<file path="src/rtl/tbu_param.sv">
// Parametrised Viterbi traceback unit: circular survivor buffer, one traceback per
// block of DEC_LEN new vectors, decoded bits streamed oldest-first over valid/ready.
module tbu_param #(
    parameter int K          = 4,
    parameter int TB_LEN     = 16,
    parameter int DEC_LEN    = 16,
    parameter int START_MODE = 0
) (
    input  logic                 clk,
    input  logic                 rst,
    input  logic                 en,
    input  logic                 in_valid,
    output logic                 in_ready,
    input  logic [2**(K-1)-1:0]  in_dec,
    input  logic [K-2:0]         start_state,
    output logic                 out_valid,
    input  logic                 out_ready,
    output logic                 out_bit,
    output logic                 out_last,
    output logic                 busy
);
    localparam int NUM_STATES = 2**(K-1);
    localparam int MEM_DEPTH  = TB_LEN + DEC_LEN;
    localparam int PW         = $clog2(MEM_DEPTH);
    localparam int CW         = $clog2(MEM_DEPTH + 1);
    localparam int LW         = $clog2(DEC_LEN + 1);

    localparam logic [PW-1:0] PTR_LAST  = PW'(MEM_DEPTH - 1);
    localparam logic [CW-1:0] FILL_LAST = CW'(MEM_DEPTH - 1);
    localparam logic [CW-1:0] TB_CNT    = CW'(TB_LEN);
    localparam logic [LW-1:0] POP_LAST  = LW'(DEC_LEN - 1);

    typedef enum logic [1:0] {ST_FILL, ST_TRACE, ST_OUTPUT} state_t;

    state_t                  state_q;
    logic [NUM_STATES-1:0]   mem_q [MEM_DEPTH];
    logic [PW-1:0]           wr_ptr_q;
    logic [PW-1:0]           rd_idx_q;
    logic [CW-1:0]           fill_cnt_q;
    logic [CW-1:0]           step_q;
    logic [K-2:0]            s_q;
    logic [DEC_LEN-1:0]      lifo_q;
    logic [LW-1:0]           pop_cnt_q;
    logic                    out_valid_q;
    logic                    out_bit_q;
    logic                    out_last_q;
    logic                    busy_q;

    logic                    xfer_s;
    logic [K-2:0]            s_d;
    logic [DEC_LEN-1:0]      lifo_pop_s;

    assign in_ready   = (state_q == ST_FILL) & en & ~rst;
    assign xfer_s     = in_valid & in_ready;
    // Predecessor state: shift the survivor decision in at the LSB.
    assign s_d        = {s_q[K-3:0], mem_q[rd_idx_q][s_q]};
    assign lifo_pop_s = lifo_q >> 1;

    assign out_valid = out_valid_q;
    assign out_bit   = out_bit_q;
    assign out_last  = out_last_q;
    assign busy      = busy_q;

    // Survivor buffer write port; contents are never cleared.
    always_ff @(posedge clk) begin
        if (xfer_s) begin
            mem_q[wr_ptr_q] <= in_dec;
        end
    end

    // Control FSM: fill, traceback, and output streaming with registered outputs.
    always_ff @(posedge clk or posedge rst) begin
        if (rst) begin
            state_q     <= ST_FILL;
            wr_ptr_q    <= '0;
            rd_idx_q    <= '0;
            fill_cnt_q  <= '0;
            step_q      <= '0;
            s_q         <= '0;
            lifo_q      <= '0;
            pop_cnt_q   <= '0;
            out_valid_q <= 1'b0;
            out_bit_q   <= 1'b0;
            out_last_q  <= 1'b0;
            busy_q      <= 1'b0;
        end else if (!en) begin
            state_q     <= ST_FILL;
            wr_ptr_q    <= '0;
            rd_idx_q    <= '0;
            fill_cnt_q  <= '0;
            step_q      <= '0;
            s_q         <= '0;
            lifo_q      <= '0;
            pop_cnt_q   <= '0;
            out_valid_q <= 1'b0;
            out_bit_q   <= 1'b0;
            out_last_q  <= 1'b0;
            busy_q      <= 1'b0;
        end else begin
            case (state_q)
                ST_FILL: begin
                    if (xfer_s) begin
                        wr_ptr_q   <= (wr_ptr_q == PTR_LAST) ? '0 : wr_ptr_q + PW'(1);
                        fill_cnt_q <= fill_cnt_q + CW'(1);
                        if (fill_cnt_q == FILL_LAST) begin
                            state_q   <= ST_TRACE;
                            busy_q    <= 1'b1;
                            rd_idx_q  <= wr_ptr_q;
                            step_q    <= '0;
                            pop_cnt_q <= '0;
                            s_q       <= (START_MODE != 0) ? start_state : '0;
                        end
                    end
                end
                ST_TRACE: begin
                    if (step_q >= TB_CNT) begin
                        lifo_q <= (lifo_q << 1) | DEC_LEN'(s_q[K-2]);
                    end
                    s_q      <= s_d;
                    rd_idx_q <= (rd_idx_q == '0) ? PTR_LAST : rd_idx_q - PW'(1);
                    step_q   <= step_q + CW'(1);
                    if (step_q == FILL_LAST) begin
                        state_q <= ST_OUTPUT;
                    end
                end
                ST_OUTPUT: begin
                    if (!out_valid_q) begin
                        out_valid_q <= 1'b1;
                        out_bit_q   <= lifo_q[0];
                        out_last_q  <= (pop_cnt_q == POP_LAST);
                    end else if (out_ready) begin
                        lifo_q    <= lifo_pop_s;
                        pop_cnt_q <= pop_cnt_q + LW'(1);
                        if (out_last_q) begin
                            // Keep the newest TB_LEN vectors as merge history for the next block.
                            state_q     <= ST_FILL;
                            fill_cnt_q  <= TB_CNT;
                            pop_cnt_q   <= '0;
                            out_valid_q <= 1'b0;
                            out_bit_q   <= 1'b0;
                            out_last_q  <= 1'b0;
                            busy_q      <= 1'b0;
                        end else begin
                            out_bit_q  <= lifo_pop_s[0];
                            out_last_q <= ((pop_cnt_q + LW'(1)) == POP_LAST);
                        end
                    end
                end
                default: begin
                    state_q <= ST_FILL;
                end
            endcase
        end
    end
endmodule
</file>
<file path="config.mk">
export PLATFORM = sky130hd
export DESIGN_NAME = tbu_param
export DESIGN_NICKNAME = d
export VERILOG_FILES = /design/src/rtl/tbu_param.sv
export SDC_FILE = /design/constraint.sdc
export NUM_CORES = 1
export LEC_CHECK = 0
export CAP_MARGIN = 40
export CORE_ASPECT_RATIO = 1.75
export CORE_UTILIZATION = 55
export CTS_CLUSTER_DIAMETER = 150
export DETAILED_ROUTE_END_ITERATION = 16
export PLACE_DENSITY = 0.72
export SLEW_MARGIN = 20
export SYNTH_ARGS = -nofsm -noshare
export SYNTH_HDL_FRONTEND = slang
export SYNTH_SLANG_ARGS = --single-unit
</file>
<file path="constraint.sdc">
create_clock -name clk -period 5.1 [get_ports clk]
set_input_delay 1.02 -clock clk [delete_from_list [all_inputs] [get_ports clk]]
set_output_delay 1.02 -clock clk [all_outputs]
set_load 0.005 [all_outputs]
</file>
==> results of run 1 <==
[registers in the layout (all words and copies together) (netlist names), 2 cells and up]
signal	cells
rd_idx_q	5
lifo_q	16
fill_cnt_q	6
s_q	3
pop_cnt_q	5
step_q	6
state_q	2
mem_q	256
wr_ptr_q	5
[logic make-up after synthesis]
logic type | synth area share
flops | 0.698
buf+inv | 0.0225
xor+xnor | 0.00136
mux | 0.113
simple gates | 0.0877
fa+ha+maj | 0.0107
compound gates | 0.0672
[per-stage QoR]
step / instance area [um2] / util
after floorplan: 12900 / -
after global placement: 13300 / 0.581
after detailed placement: 13400 / 0.587
after CTS: 14200 / 0.623
after global routing: 14200 / 0.623
final: 14200 / 0.623
[layout make-up]
| class | count | share of cell area |
|---|---|---|
| Clock inverter | 16 | 0.00870 |
| Inverter | 17 | 0.00448 |
| Clock buffer | 32 | 0.0488 |
| Timing Repair Buffer | 34 | 0.0269 |
| Tap cell | 300 | 0.0264 |
| Multi-Input combinational cell | 476 | 0.253 |
| Sequential cell | 308 | 0.632 |
[power by group through the flow]
stage	registers [mW]	clock network [mW]	logic (mW)
final	2.74	1.91	0.169
after global routing	2.74	2.03	0.182
after CTS	2.74	1.94	0.169
after detailed placement	2.80	0	0.169
after global placement	2.80	0	0.150
after floorplan	2.79	0	0.0937
[tightest hold or removal path: stages, from the launching register on]
cell and delay [ns]:
dfrtp_1 0.35, nand2_1 0.05, o31ai_1 0.06
[Yosys cell counts (all sizes together), types with 9 or more instances]
master	count	share of area
a21oi	13	0.0051
dfrtp	52	0.10
inv	16	0.0047
o21ai	55	0.021
nand2	116	0.034
clkbuf	33	0.0096
edfxtp	256	0.60
and3	9	0.0044
mux2i	29	0.023
ha	11	0.011
buf	17	0.0080
mux4	49	0.086
o22ai	9	0.0044
nor2b	12	0.0058
nand3	21	0.0082
a22oi	13	0.0076
nor2	45	0.013
[path summary, 6_finish.rpt]
| kind | startpoint | to | slack [ns] | cells after the start |
|---|---|---|---|---|
| setup / recovery | rst | in_ready | 1.68 | 3 |
| hold / removal | pop_cnt_q[4] | pop_cnt_q[4] | 0.49 | 2 |
| setup reg to reg | rd_idx_q[0] | s_q[0] | 1.95 | 7 |
| hold reg to reg | pop_cnt_q[4] | pop_cnt_q[4] | 0.49 | 2 |
| max in group asynchronous | rst | rd_idx_q[0] | 3.66 | 3 |
| min in group asynchronous | rst | out_bit | 0.90 | 2 |
[routing by layer]
layer,wire length (um),global-route usage
met1,9800,0.271
met2,15100,0.439
met3,1320,0.0259
met4,1660,0.141
met5,0,0
==> results.txt, run 1 <==
----------------------------------------------------
[CTS]
  Largest buffer count on any clock path ... 3
  Clock root buffer ... clkbuf_16
  Gates resized, CTS repair ... 0
  H-tree depth ... 1
  Post-CTS repair timing setup buffer count ... 0
  Clock tree from TritonCTS ... yes
  Clk sinks ... approximately 310
  Clock transition at the registers of the reported paths ... around 0.07 ns
  Total of hold buffers inserted after clock tree synthesis ... 0
  Worst skew pair latency ... between 0.5 and 0.6 ns
  Total CTS buffers ... 26

[Pwr]
  Power density cells ... between 300 and 400 nW/um2
  IR Drop Worst-Case VDD ... roughly 290 uV
  Sequential group share of total power ... 0.569
  Leak ... between 4 and 5 nW
  Clock network power share ... 0.396
  Switching part of the total power ... 0.207
  Internal power consumption ... approximately 3.8 mW
  Part of the power in combinational logic ... 0.035
  Power after layout ... 4.82 mW
  Switching power of the nets ... around 1000 uW

[Worst setup path]
  CP Launch Type ... primary input
  Critical path data required time ... 4.08 ns
  Cell repeated most along the worst path ... clkdlybuf4s50_1
  Arrival time reported for the critical path endpoint ... ~2.4 ns
  Worst-path fanout max ... 5
  WS Path Type ... in2out
  Critical path, cell by cell ... clkdlybuf4s50_1, nor4b_4, clkdlybuf4s50_1
  Kind of cell adding the most delay to the critical path ... buffers and inverters
  Category of the worst setup path capture point ... output port
  Slowest cell on the critical path ... clkdlybuf4s50_1
  Max incr delay on CP ... 0.56 ns
  Buffers & Inverters on Critical Path ... 2

[Yosys]
  Number of synthesized register bits ... roughly 300
  Primary FF master, synth ... edfxtp_1
  YS warnings ... 0
  Part of the Yosys area used for sequential elements ... 0.698
  Async SR Flop Fraction ... 0.169
  Synthesized area divided by synthesized cell count ... between 15 and 20 um2
  Number of cells produced by synthesis ... ~850
  Number of flops mapped to enable cells by yosys ... between 200 and 300
  Nets in the synthesized netlist ... between 800 and 900
  Number of distinct library cell variants in the gate-level netlist after synthesis ... 61
  Post-synthesis instance area ... ~13,000 um2

[STA]
  Fmax ... approximately 0.29 GHz
  Worst path setup slack after routing ... about 1.7 ns
  Slew headroom ... 0.461
  Slew of the pin with the lowest slew margin ... 0.809 ns
  Total of endpoints with negative setup slack in the final report ... 0
  Hold slack ... between 0.4 and 0.5 ns
  Fin crit share ... 0.671
  Final Hold Viols ... 0
  Time the worst path needs with I/O delays and setup ... 3.42 ns
  Slew Viols, Final ... 0
  Clock Skews ... between 0.008 and 0.009 ns
  Unrepaired setup endpoints after global routing ... false
  Final-layout setup total negative slack ... 0 ns

[Final layout]
  Area growth from synthesis to layout ... 10.5%
  Fraction of layout instances using a drive strength above 1 ... 0.138
  # fillers ... approximately 1,600
  Highest-count cells in the layout ignoring fill and taps ... edfxtp_1 (256), nand2_1 (115), o21ai_0 (54)
  Multi-input gate area in the final layout ... between 3000 and 4000 um2
  Commonest non-fill, non-tap cell in the layout ... edfxtp_1
  Count of antenna diodes in the layout ... 0
  Combined flip-flop and latch cell area ... 8990 um2
  Non-filler cells, final ... 1,183
  Nets@finish ... 890

[Detailed routing]
  Number of design-rule violations left by the first detailed-router iteration ... between 500 and 600
  Final wirelength ... between 20,000 and 30,000 um
  Per-cell via count in the routed design ... around 6.2
  Number of routed nets with antenna violations ... 0
  Number of iterations in the first detailed-routing pass ... 5
  WL per Instance ... between 20 and 25 um
  Number of vias in the routed layout ... around 7,400
  Final routed DRC violation total ... 0

[Job]
  Count of max-cap constraint violations ... 0

[Floorplanning]
  Total core area ... approximately 23,000 um2
  Floorplan die area ... 24,100 um2
  Core Rows ... 73
  Starting utilization of the core area ... 0.564
  Die Span Y ... ~200 um
  Number of ports placed on the die boundary ... 21
  Floorplan die width ... 118 um

[Hold path]
  Worst hold-check path type ... reg2reg

[Placed design]
  Number of placed instances, taps included ... between 1,000 and 1,500
  Final Wtd Congestion ... 0.918
  IO buf count ... 17
  Post-DP HPWL ... just under 20,000 um
  Pre-CTS setup slack ... 1.31 ns

[Global route]
  Maximum number of pins on one net before global-route repair ... 41
  Number of antenna violations at the first check in global routing ... 0
  Total grt overflow ... 0
  Global routing usage summed across all routing layers ... 0.240
  Global-route wire length before repair ... 43,600 um
  Via count of the first global-routing pass ... 7,551

[Outcome]
  Outcome ... finished, final reports clean

----------------------------------------------------
Note: power is estimated with default switching activity, not from simulation.
==> run 2: changes to the inputs <==
--- a/config.mk
+++ b/config.mk
@@ -10,7 +10,7 @@
 export CORE_UTILIZATION = 55
 export CTS_CLUSTER_DIAMETER = 150
 export DETAILED_ROUTE_END_ITERATION = 16
-export PLACE_DENSITY = 0.72
+export PLACE_DENSITY = 0.74
 export SLEW_MARGIN = 20
 export SYNTH_ARGS = -nofsm -noshare
 export SYNTH_HDL_FRONTEND = slang
==> constraint.sdc (replaced) <==
create_clock -name clk -period 2.8 [get_ports clk]
set_input_delay 0.56 -clock clk [delete_from_list [all_inputs] [get_ports clk]]
set_output_delay 0.56 -clock clk [all_outputs]
set_load 0.005 [all_outputs]
==> run 2 against run 1 <==
Non-clock buffer count rose by 64. Critical path depth did not move. Cell count rose by 5.3%. Sequential share of layout area fell by 2.2 points. Setup slack got worse by 1.5 ns. Global-route usage fell by 0.83 points. Count of clock-buffer cells in the layout rose by 5. Flip-flop and latch count did not move. Utilization rose by 2.3 points. Via count rose by 0.90%. Register-to-register slack got worse by 1.7 ns. Critical endpoint unchanged.
==> results.txt, run 2 (same netlist as run 1, synthesis figures left out) <==
----------------------------------------------------
[Worst setup path]
  Critical path, cell by cell ... nor4b_4, buf_4, clkdlybuf4s50_1
  CP Launch Type ... flop
  Slowest cell on the critical path ... dfrtp_1
  Worst reg2reg path depth ... 7
  Arrival time reported for the critical path endpoint ... around 2.1 ns
  Max incr delay on CP ... 0.50 ns
  Category of the worst setup path capture point ... output port
  WS Path Type ... reg2out
  Worst-path fanout max ... 9
  Critical path data required time ... approximately 2.2 ns

[Global route]
  Via count of the first global-routing pass ... 7,767
  Total grt overflow ... 0
  Number of antenna violations at the first check in global routing ... 0
  Maximum number of pins on one net before global-route repair ... 41
  Global routing usage summed across all routing layers ... 0.232
  Global-route wire length before repair ... around 42,000 um

[STA]
  Worst path setup slack after routing ... between 0.15 and 0.2 ns
  Time the worst path needs with I/O delays and setup ... about 2.6 ns
  Fmax ... roughly 0.38 GHz
  Final Hold Viols ... 0
  Total of endpoints with negative setup slack in the final report ... 0
  Slew of the pin with the lowest slew margin ... between 0.7 and 0.8 ns
  Clock Skews ... ~0.016 ns
  Slew Viols, Final ... 0
  Fin crit share ... 0.932
  Unrepaired setup endpoints after global routing ... false
  Final-layout setup total negative slack ... 0 ns
  Slew headroom ... 0.525

[Hold path]
  Worst Hold Depth ... 2
  Worst hold-check path type ... reg2reg

[Pwr]
  Power density cells ... 611 nW/um2
  Leak ... approximately 5.0 nW
  IR Drop Worst-Case VDD ... 357 uV

[Final layout]
  Flip-flop count of the largest register, all copies and words added ... roughly 260
  Commonest non-fill, non-tap cell in the layout ... edfxtp_1
  Largest registers ranked by flip-flop count ... mem_q: 256 flops, lifo_q: 16 flops
  Final Cell Area ... 14,800 um2
  Area growth from synthesis to layout ... 14.6%
  Count of antenna diodes in the layout ... 0
  Reg with most FFs ... mem_q
  Fraction of layout instances using a drive strength above 1 ... 0.193
  Highest-count cells in the layout ignoring fill and taps ... edfxtp_1 (256), nand2_1 (115), buf_4 (76)
  Nets@finish ... between 900 and 1,000

[Floorplanning]
  Number of ports placed on the die boundary ... 21
  Total core area ... ~23,000 um2
  Floorplan die area ... 24,100 um2
  Starting utilization of the core area ... 0.564
  Core Rows ... between 70 and 80
  Die Span Y ... ~200 um
  Floorplan die width ... roughly 120 um

[CTS]
  Total CTS buffers ... 26
  Largest buffer count on any clock path ... 3
  Clock root buffer ... clkbuf_16
  Worst skew pair latency ... 0.55 ns
  Clock transition at the registers of the reported paths ... 0.07 ns
  H-tree depth ... 1
  Total of hold buffers inserted after clock tree synthesis ... 0
  Post-CTS repair timing setup buffer count ... 0
  Gates resized, CTS repair ... 0
  Clk sinks ... between 300 and 400
  Clock tree from TritonCTS ... yes

[Detailed routing]
  WL per Instance ... around 22 um
  Per-cell via count in the routed design ... 5.95
  Number of vias in the routed layout ... between 7,000 and 8,000
  Number of iterations in the first detailed-routing pass ... 4
  Number of routed nets with antenna violations ... 0
  Number of design-rule violations left by the first detailed-router iteration ... around 380
  Final routed DRC violation total ... 0
  Final wirelength ... ~27,000 um

[Job]
  Count of max-cap constraint violations ... 0

[Placed design]
  Post-DP HPWL ... roughly 18,000 um
  Pre-CTS setup slack ... between 0.03 and 0.04 ns
  IO buf count ... 17
  Final Wtd Congestion ... a little over 0.9
  Area of placed instances ... roughly 14,000 um2

[Outcome]
  Outcome ... finished, final reports clean

----------------------------------------------------
run 2: changes by cell type in the layout (fill, tap and decap cells not counted), sizes merged:
| cell | delta |
|---|---|
| clkinvlp | -5 |
| clkinv | -2 |
| clkbuf | +5 |
| bufinv | +2 |
| buf | +64 |
| inv | -1 |
run 2: area by class of cell:
type                    instances  area (um2)
clock inverters                10         128
repair buffers                 98         841
clock buffers                  37         756
fillers                      1583        8080
flip-flops and latches        308        8990
multi-input cells             476        3600
inverters                      17        63.8
well taps                     300         375
run 2: path summary, 6_finish.rpt:
kind / start / endpoint / slack (ns)
min in group asynchronous: rst / s_q[1] / 0.54
min reg2reg: lifo_q[0] / lifo_q[0] / 0.48
max reg2reg: rd_idx_q[0] / s_q[0] / 0.25
max: state_q[0] / in_ready / 0.19
max in group asynchronous: rst / lifo_q[14] / 1.70
min: lifo_q[0] / lifo_q[0] / 0.48
run 2: worst max-delay path, delay by kind of cell, from the launching register on:
kind | cells | cell delay [ns]
and+or+nand+nor | 1 | 0.33
buffers and inverters | 2 | 0.67
DFF | 1 | 0.50
run 2: metrics by stage:
| stage | hold WS (ns) | power [mW] | util | instances |
|---|---|---|---|---|
| 6_report | 0.484 | 9.01 | 0.646 | 1246 |
| 5_1_grt | 0.515 | 9.26 | 0.646 | 1246 |
| 4_1_cts | 0.491 | 9.08 | 0.646 | 1246 |
| 3_5_place_dp | 0.476 | 5.42 | 0.608 | 1199 |
| 3_3_place_gp | 0.461 | 5.41 | 0.608 | 1199 |
| 2_1_floorplan | 0.449 | 5.25 | - | 851 |
run 2: power by group:
part / switching, mW / internal (mW)
clock: 1.53 / 2.16
combinational: 0.207 / 0.132
sequential: 0.0114 / 4.97
total: 1.75 / 7.27
run 2: layer usage:
layer  wire (um)  GRT usage
met1        9850      0.248
met5           0          0
met2       14700      0.434
met4        1450      0.142
met3         847     0.0259
==> run 3: changes to the inputs <==
--- a/config.mk
+++ b/config.mk
@@ -11,6 +11,7 @@
 export CTS_CLUSTER_DIAMETER = 150
 export DETAILED_ROUTE_END_ITERATION = 16
 export PLACE_DENSITY = 0.74
+export SKIP_LAST_GASP = 1
 export SLEW_MARGIN = 20
 export SYNTH_ARGS = -nofsm -noshare
 export SYNTH_HDL_FRONTEND = slang
==> results of run 3 <==
No change in the layout: final DEF, timing and power equal those of run 2.
